--- config.mk ---
export PLATFORM = sky130hd
export DESIGN_NAME = ws2812_encoder
export DESIGN_NICKNAME = d
export VERILOG_FILES = /design/src/rtl/ws2812_encoder_pkg.sv /design/src/rtl/encoder_bit_timer.sv /design/src/rtl/ws2812_encoder.sv
export SDC_FILE = /design/constraint.sdc
export NUM_CORES = 1
export LEC_CHECK = 0
export BUFFER_PORTS_ARGS = -buffer_cell sky130_fd_sc_hd__buf_2
export CAP_MARGIN = 20
export CORE_MARGIN = 3
export CORE_UTILIZATION = 48
export CTS_BUF_LIST = sky130_fd_sc_hd__clkbuf_2
export DETAILED_ROUTE_END_ITERATION = 16
export PLACE_DENSITY = 0.67
export SETUP_SLACK_MARGIN = 0.15
export SYNTH_ARGS = -nofsm -noshare
export SYNTH_HDL_FRONTEND = slang
export SYNTH_SLANG_ARGS = --single-unit
export TNS_END_PERCENT = 50
--- constraint.sdc ---
create_clock -name clk -period 3 [get_ports clk]
set_clock_uncertainty 0.2 [all_clocks]
set_input_delay 0.3 -clock clk [delete_from_list [all_inputs] [get_ports clk]]
set_output_delay 0.3 -clock clk [all_outputs]
set_load 0.01 [all_outputs]
--- src/rtl/ws2812_encoder_pkg.sv ---
// Shared types and default timing for the WS2812 serial transmit path.
package ws2812_encoder_pkg;

   typedef enum logic [1:0] {
      IDLE  = 2'd0,
      BIT   = 2'd1,
      LATCH = 2'd2
   } encoder_state_t;

   typedef struct packed {
      logic [23:0] data;
      logic        last;
   } pixel_t;

   localparam pixel_t RESET_VALUES_PIXEL = '{data: 24'h000000, last: 1'b0};

   localparam int DEF_T0H_CYC    = 20;
   localparam int DEF_T1H_CYC    = 40;
   localparam int DEF_TBIT_CYC   = 62;
   localparam int DEF_TRESET_CYC = 2600;

endpackage

--- src/rtl/encoder_bit_timer.sv ---
// Times one NRZ bit period and produces the registered line level for it.
module encoder_bit_timer #(
   parameter int T0H_CYC  = 20,
   parameter int T1H_CYC  = 40,
   parameter int TBIT_CYC = 62
) (
   input  logic clk,
   input  logic rst_n,
   input  logic start_i,
   input  logic bit_i,
   output logic level_o,
   output logic end_o
);

   localparam logic [9:0] TBIT_M1 = 10'(TBIT_CYC - 1);
   localparam logic [9:0] T0H     = 10'(T0H_CYC);
   localparam logic [9:0] T1H     = 10'(T1H_CYC);

   logic [9:0] bit_cnt_q;
   logic [9:0] th_q;
   logic       run_q;
   logic       level_q;
   logic [9:0] cnt_inc;

   assign cnt_inc = bit_cnt_q + 10'd1;
   assign end_o   = run_q && (bit_cnt_q == TBIT_M1);
   assign level_o = level_q;

   // start wins over end so consecutive bits abut with no idle cycle
   always_ff @(posedge clk or negedge rst_n) begin
      if (!rst_n) begin
         bit_cnt_q <= '0;
         th_q      <= '0;
         run_q     <= 1'b0;
         level_q   <= 1'b0;
      end else if (start_i) begin
         bit_cnt_q <= '0;
         th_q      <= bit_i ? T1H : T0H;
         run_q     <= 1'b1;
         level_q   <= 1'b1;
      end else if (end_o) begin
         bit_cnt_q <= '0;
         run_q     <= 1'b0;
         level_q   <= 1'b0;
      end else if (run_q) begin
         bit_cnt_q <= cnt_inc;
         level_q   <= (cnt_inc < th_q);
      end
   end

endmodule

--- src/rtl/ws2812_encoder.sv ---
// WS2812 NRZ transmitter: takes GRB pixels over valid/ready and drives the serial line.
module ws2812_encoder
   import ws2812_encoder_pkg::*;
#(
   parameter int T0H_CYC    = DEF_T0H_CYC,
   parameter int T1H_CYC    = DEF_T1H_CYC,
   parameter int TBIT_CYC   = DEF_TBIT_CYC,
   parameter int TRESET_CYC = DEF_TRESET_CYC
) (
   input  logic        clk,
   input  logic        rst_n,
   input  logic [23:0] pixel_data,
   input  logic        pixel_last,
   input  logic        pixel_valid,
   output logic        pixel_ready,
   output logic        dout,
   output logic        busy,
   output logic        underflow
);

   localparam int             RW      = $clog2(TRESET_CYC + 1);
   localparam logic [RW-1:0]  TRST_M1 = RW'(TRESET_CYC - 1);

   if (!(T0H_CYC > 0 && T0H_CYC < T1H_CYC && T1H_CYC < TBIT_CYC && TBIT_CYC <= 1023))
   begin : g_bad_bit_timing
      $error("ws2812_encoder: need 0 < T0H_CYC < T1H_CYC < TBIT_CYC <= 1023");
   end
   if (TRESET_CYC < 1) begin : g_bad_reset_timing
      $error("ws2812_encoder: TRESET_CYC must be at least 1");
   end

   encoder_state_t state_q, state_d;
   pixel_t         pix_q, pix_d;
   logic [4:0]     bit_idx_q, bit_idx_d;
   logic [RW-1:0]  rst_cnt_q, rst_cnt_d;
   logic           underflow_q, underflow_d;
   logic           bit_end, start, start_bit, xfer, last_bit;

   encoder_bit_timer #(
      .T0H_CYC  (T0H_CYC),
      .T1H_CYC  (T1H_CYC),
      .TBIT_CYC (TBIT_CYC)
   ) u_bit_timer (
      .clk     (clk),
      .rst_n   (rst_n),
      .start_i (start),
      .bit_i   (start_bit),
      .level_o (dout),
      .end_o   (bit_end)
   );

   always_comb begin
      last_bit    = (bit_idx_q == 5'd0);
      pixel_ready = (state_q == IDLE) ||
                    ((state_q == BIT) && bit_end && last_bit && !pix_q.last);
      xfer        = pixel_valid && pixel_ready;
      state_d     = state_q;
      pix_d       = pix_q;
      bit_idx_d   = bit_idx_q;
      rst_cnt_d   = rst_cnt_q;
      underflow_d = 1'b0;
      start       = 1'b0;
      start_bit   = 1'b0;
      case (state_q)
         IDLE: begin
            if (xfer) begin
               pix_d     = '{data: pixel_data, last: pixel_last};
               bit_idx_d = 5'd23;
               state_d   = BIT;
               start     = 1'b1;
               start_bit = pixel_data[23];
            end
         end
         BIT: begin
            if (bit_end) begin
               if (!last_bit) begin
                  pix_d.data = pix_q.data << 1;
                  bit_idx_d  = bit_idx_q - 5'd1;
                  start      = 1'b1;
                  start_bit  = pix_q.data[22];
               end else if (pix_q.last) begin
                  state_d   = LATCH;
                  rst_cnt_d = '0;
               end else if (xfer) begin
                  // seamless reload: next pixel's MSB starts on the very next cycle
                  pix_d     = '{data: pixel_data, last: pixel_last};
                  bit_idx_d = 5'd23;
                  start     = 1'b1;
                  start_bit = pixel_data[23];
               end else begin
                  state_d     = IDLE;
                  underflow_d = 1'b1;
               end
            end
         end
         LATCH: begin
            if (rst_cnt_q == TRST_M1) begin
               state_d   = IDLE;
               rst_cnt_d = '0;
            end else begin
               rst_cnt_d = rst_cnt_q + 1'b1;
            end
         end
         default: state_d = IDLE;
      endcase
   end

   always_ff @(posedge clk or negedge rst_n) begin
      if (!rst_n) begin
         state_q     <= IDLE;
         pix_q       <= RESET_VALUES_PIXEL;
         bit_idx_q   <= '0;
         rst_cnt_q   <= '0;
         underflow_q <= 1'b0;
      end else begin
         state_q     <= state_d;
         pix_q       <= pix_d;
         bit_idx_q   <= bit_idx_d;
         rst_cnt_q   <= rst_cnt_d;
         underflow_q <= underflow_d;
      end
   end

   assign busy      = (state_q != IDLE);
   assign underflow = underflow_q;

endmodule

* Word level (Yosys, flattened, before mapping)
Index checks and enable logic that the tools add are counted.
** Storage, ports and cells
- Latch bits :: 0
- ROM bits :: 0
- Bits of input ports :: 28
- Output and inout bits :: 4
- Register bits after elaboration :: 66
- Bits in writable memories :: 0
- Memories :: 0
** Cells by class
- Eq/ne operators :: 12
- Multipliers :: 0
- Multiplexer cells :: 48
- Shifts and indexed selects :: 0
- Reduce and logical (&&, ||, !) cells :: 19
- Divide/modulo/power cells :: 0
- Bitwise gates (word level) :: 0
- Add/subtract/negate cells :: 3
- Magnitude comparators :: 1
** Operators with widths (number)
- 24-bit 2-to-1 mux :: 4
- 12-bit 2-to-1 mux :: 4
- 24-bit case mux with 2 select lines :: 1
- 10-bit 2-to-1 mux :: 3
- 12-bit case mux with 2 select lines :: 1
- 23-bit 2-to-1 mux :: 1
- 5-bit 2-to-1 mux :: 4
- 1-bit 2-to-1 mux :: 19
- 12-bit by 1-bit adder with 12-bit output (second input constant) :: 1
- 12-bit == test (second input constant) :: 1
- 2-bit 2-to-1 mux :: 6
- 10-bit by 1-bit adder with 10-bit output (second input constant) :: 1
- 10-bit by 6-bit == test with 1-bit output (second input constant) :: 1
- 10-bit less-than comparator :: 1
- 2-bit inequality test (second input constant) :: 5
- 5-bit case mux with 2 select lines :: 1
- 5-bit AND reduction :: 2
- 3-bit inequality test (second input constant) :: 3
- 4-bit AND reduction :: 2
- 2-bit nonzero test :: 4
- 6-bit 2-to-1 mux :: 1
- 2-bit case mux with 3 select lines :: 1
- 1-bit logical AND :: 5
- 5-bit logical NOT :: 1
- 9 further kinds :: 10

* Longest topological paths before layout
- Depth in word-level cells :: 13
- Depth in mapped cells :: 9
- Depth with buffers taken out :: 8

* Cells and area by module
From an unflattened synthesis, not the netlist that was laid out.
** Second synthesis, totals
- Cells, all modules :: 307
- Area, all modules :: 3220.6 um2
** By module, submodules not included
- ws2812_encoder :: area an instance 2332.2 um2, cells each 214, instances 1
- encoder_bit_timer :: area an instance 888.4 um2, cells each 93, instances 1

* Worst setup path before layout
OpenSTA, ideal clock, no wires.
- Kind :: register to output
- Start point :: reg bit_idx_q[0]
- End point :: out pixel_ready
- Slack :: 522 ps
- Cell stages (with the launch flop) :: 7
- Arrival time :: 1978 ps
- Cell sequence :: dfrtp_1 > inv_1 > ha_1 > or4b_1 > clkbuf_1 > or4_1 > a21oi_1
** Between the ends
- Longest elaborated chain between the ends :: 4
** RTL lines
- start: declaration :: line ws2812_encoder.sv:34 : logic [4:0] bit_idx_q, bit_idx_d;
- start signal: assignment :: line ws2812_encoder.sv:118 : bit_idx_q <= bit_idx_d;
- 5-bit logical NOT :: line ws2812_encoder.sv:53 : last_bit = (bit_idx_q == 5'd0);
- 1-bit logical AND (2 in series) :: line ws2812_encoder.sv:55 : ((state_q == BIT) && bit_end && last_bit && !pix_q.last);
- 1-bit logical OR :: line ws2812_encoder.sv:54 : pixel_ready = (state_q == IDLE) ||
- end: declaration :: line ws2812_encoder.sv:15 : output logic pixel_ready,
No other way between the ends.

* Final worst setup path
- Start point :: reg bit_idx_q[1]
- End point :: out pixel_ready
The elaborated chain is that of the path after synthesis.

==> results.json <==
{
  "vias": 2807,
  "initial_core_util_pct": 50.4,
  "ys_seq_elements": 58,
  "clock_path_buffers": 2,
  "gp_congestion": 0.845,
  "grt_pass1_wl_mm": 12.0,
  "pwr-share-seq_pct": 51.0,
  "crit_required_ns": 2.50,
  "p_sw_share_pct": 30.0,
  "gr-total-overflow": 0,
  "io_buffers": 31,
  "status": "finished clean",
  "vias_per_cell": 5.69,
  "clkLatencyLatePin_ns": 0.50,
  "cts.reportedPaths.clkPinSlew_ns": 0.19,
  "synth-compound-area-share_pct": 25.8,
  "worst_pin_slew_ns": 1.02,
  "grt_max_degree": 51,
  "ios": 32,
  "routedWlPerCell_microns": 14.7,
  "synth_top_area_share_pct": 44.9,
  "synth_flop_cell": "dfrtp_1",
  "leakage_nw": 1.72,
  "synthTopCellsByCount": "dfrtp_1, nor2_1, a21oi_1",
  "preCtsSetupSlack_ns": 0.459,
  "period_share_pct": 96.6,
  "cts_sinks": 58,
  "synth_cell_types": 53,
  "fp.coreArea_sq_um": 6420,
  "vdd_drop_max_uv": 239,
  "cts_root_buffer": "clkbuf_2",
  "synth_cells": 343,
  "p_clk_share_pct": 31.6,
  "syn_area_sq_um": 3230,
  "switchingPower_mw": 0.552,
  "firstDrtPassIters": 4,
  "cap_violations": 0,
  "fin_ws_ns": 0.102,
  "layout-drive-gt1-share_pct": 25.2,
  "yosysMostFrequentCell": "dfrtp_1",
  "report.final.setup_viol": 0,
  "finalNetCount": 447,
  "antenna_left": 0,
  "hold_violations": 0,
  "synth_xor_area_share_pct": 1.62,
  "drt_first_iter_violations": 151,
  "max_slew_margin_pct": 31.4,
  "synthAdderAreaFrac_pct": 3.09,
  "fin_util_pct": 62.0,
  "antenna_found_initial": 0,
  "cts_made_buffers": 9,
  "yosysTopAreaCell": "dfrtp_1",
  "synthesis.nets": 379,
  "worstSetupPathType": "flop to primary output",
  "rsz0062_at_grt": "yes",
  "grt_usage_pct": 19.8,
  "power_density_nw_per_um2": 462,
  "finalMaxSlewViolations": 0,
  "cts_tree": "built",
  "dp_hpwl_mm": 4.62,
  "synth_top_family_by_area": "compound AO/OA/AOI/OAI gates",
  "power_frac_comb_pct": 17.5,
  "synthTopCellsByArea": "dfrtp_1, nor2_1, a21oi_2, a22oi_1, a21oi_1",
  "fillers": 540,
  "synth_seq_area_share_pct": 44.9,
  "synth_mux_area_share_pct": 0.309,
  "syn-mean-instance-area_sq_um": 9.43,
  "crit_path_start_kind": "flop",
  "dieArea_sq_um": 7760,
  "wl_mm": 7.26,
  "synth-async-reset-ratio_pct": 100,
  "max_freq_ghz": 0.345,
  "synth_warnings": 0,
  "row_count": 29,
  "fin_setup_tns_ns": 0,
  "critPathCaptureType": "primary output",
  "finalCriticalPeriod_ns": 2.90,
  "grt_pass1_vias": 2612,
  "dieWidth_microns": 88.1,
  "die_y_microns": 88.1,
  "arrival_ns": 2.40,
  "num_antenna_cells": 0,
  "synth-simple-area-share_pct": 19.5,
  "drc": 0,
  "syn_to_final_growth_pct": 23.1,
  "p_int_mw": 1.29,
  "synth_edf_count": 0,
  "htreeDepth": 3,
  "cp_max_fo": 2,
  "hp-class": "input port to async pin"
}
## repair_timing
item,in CTS,in global routing
setup endpoints to repair,1,1
endpoints found under the hold margin,69,0
setup buffers,6,4
resized for setup,8,3
pin swaps,3,1
hold buffers,27,0
gates cloned,0,0
## path summary, 6_finish.rpt
| kind | from | cells past startpoint | endpoint | slack [ns] |
|---|---|---|---|---|
| worst max-delay path | bit_idx_q[1] | 6 | pixel_ready | 0.10 |
| worst min-delay path | rst_n | 2 | pix_q[7] | 0.25 |
| worst max register to register | u_bit_timer.bit_cnt_q[1] | 8 | pix_q[22] | 0.51 |
| worst min register to register | rst_cnt_q[11] | 1 | rst_cnt_q[11] | 0.31 |
| max in group asynchronous | rst_n | 3 | u_bit_timer.bit_cnt_q[0] | 1.63 |
| min in group clk | rst_cnt_q[11] | 1 | rst_cnt_q[11] | 0.31 |
## layer usage
layer	wire length, microns	GRT usage, %	vias up
li1	-	-	1394
met1	3450	26.6	1343
met2	3420	31.6	58
met3	266	4.05	12
met4	125	7.55	0
met5	0	0	-
## power groups by stage
| stage | registers [mW] | clock network, mW | logic (mW) |
|---|---|---|---|
| floorplan | 0.903 | 0 | 0.229 |
| global placement | 0.948 | 0 | 0.256 |
| detailed placement | 0.951 | 0 | 0.262 |
| CTS | 0.933 | 0.595 | 0.311 |
| global route | 0.952 | 0.627 | 0.364 |
| finish | 0.938 | 0.581 | 0.321 |
## flip-flops by register name, indices dropped and copies added (netlist names)
register / cells
pix_q: 24
rst_cnt_q: 12
u_bit_timer.th_q: 2
u_bit_timer.run_q: 1
bit_idx_q: 5
u_bit_timer.level_o: 1
u_bit_timer.bit_cnt_q: 10
state_q: 2
underflow: 1
## area by class of cell
cell class / instances / area (sq um) / area share [%]
flip-flops and latches: 58 / 1450 / 36.5
inverters: 9 / 33.8 / 0.849
multi-input cells: 254 / 1660 / 41.8
clock buffers: 9 / 45.0 / 1.13
repair buffers: 79 / 596 / 15.0
well taps: 77 / 96.3 / 2.42
clock inverters: 7 / 93.8 / 2.36
## cell usage in the layout, fill, tap and decap left out, drive strengths merged, types with 2 or more instances in the layout
cell         instances
dfrtp               58
buf                 52
nor2                45
a21oi               43
dlygate4sd3         27
nand2               24
o21ai               24
a22oi               22
nand3               14
clkbuf               9
inv                  9
ha                   8
nor3                 7
o31ai                7
nor2b                6
nand4                6
clkinv               4
xnor2                3
or3                  3
xor2                 3
a31oi                3
or4                  3
and4                 2
nand3b               2
nand2b               2
nor4b                2
o41ai                2
and3                 2
o21a                 2
o32a                 2
a211oi               2
a21o                 2
bufinv               2
or4b                 2
## worst max-delay path, stage by stage, from the launching register on
cell     delay (ns)
dfrtp_1        0.43
inv_2          0.09
ha_4           0.14
or4b_4         0.46
or4_4          0.51
a21oi_4        0.14
buf_2          0.14
## logic make-up after synthesis
kind of cell	after synthesis
mux	1
fa+ha+maj	8
simple gates	123
buf+inv	31
compound gates	116
flops	58
xor+xnor	6
## stage by stage
stage | area (sq um) | hold WS, ns | power, mW | instances
after detailed placement | 3460 | 0.290 | 1.21 | 440
after global routing | 3980 | 0.299 | 1.94 | 493
after global placement | 3460 | 0.279 | 1.20 | 440
final | 3980 | 0.248 | 1.84 | 493
after floorplan | 3230 | -0.196 | 1.13 | 343
after CTS | 3940 | 0.267 | 1.84 | 489
No activity file was read; power rests on OpenSTA's default activity.
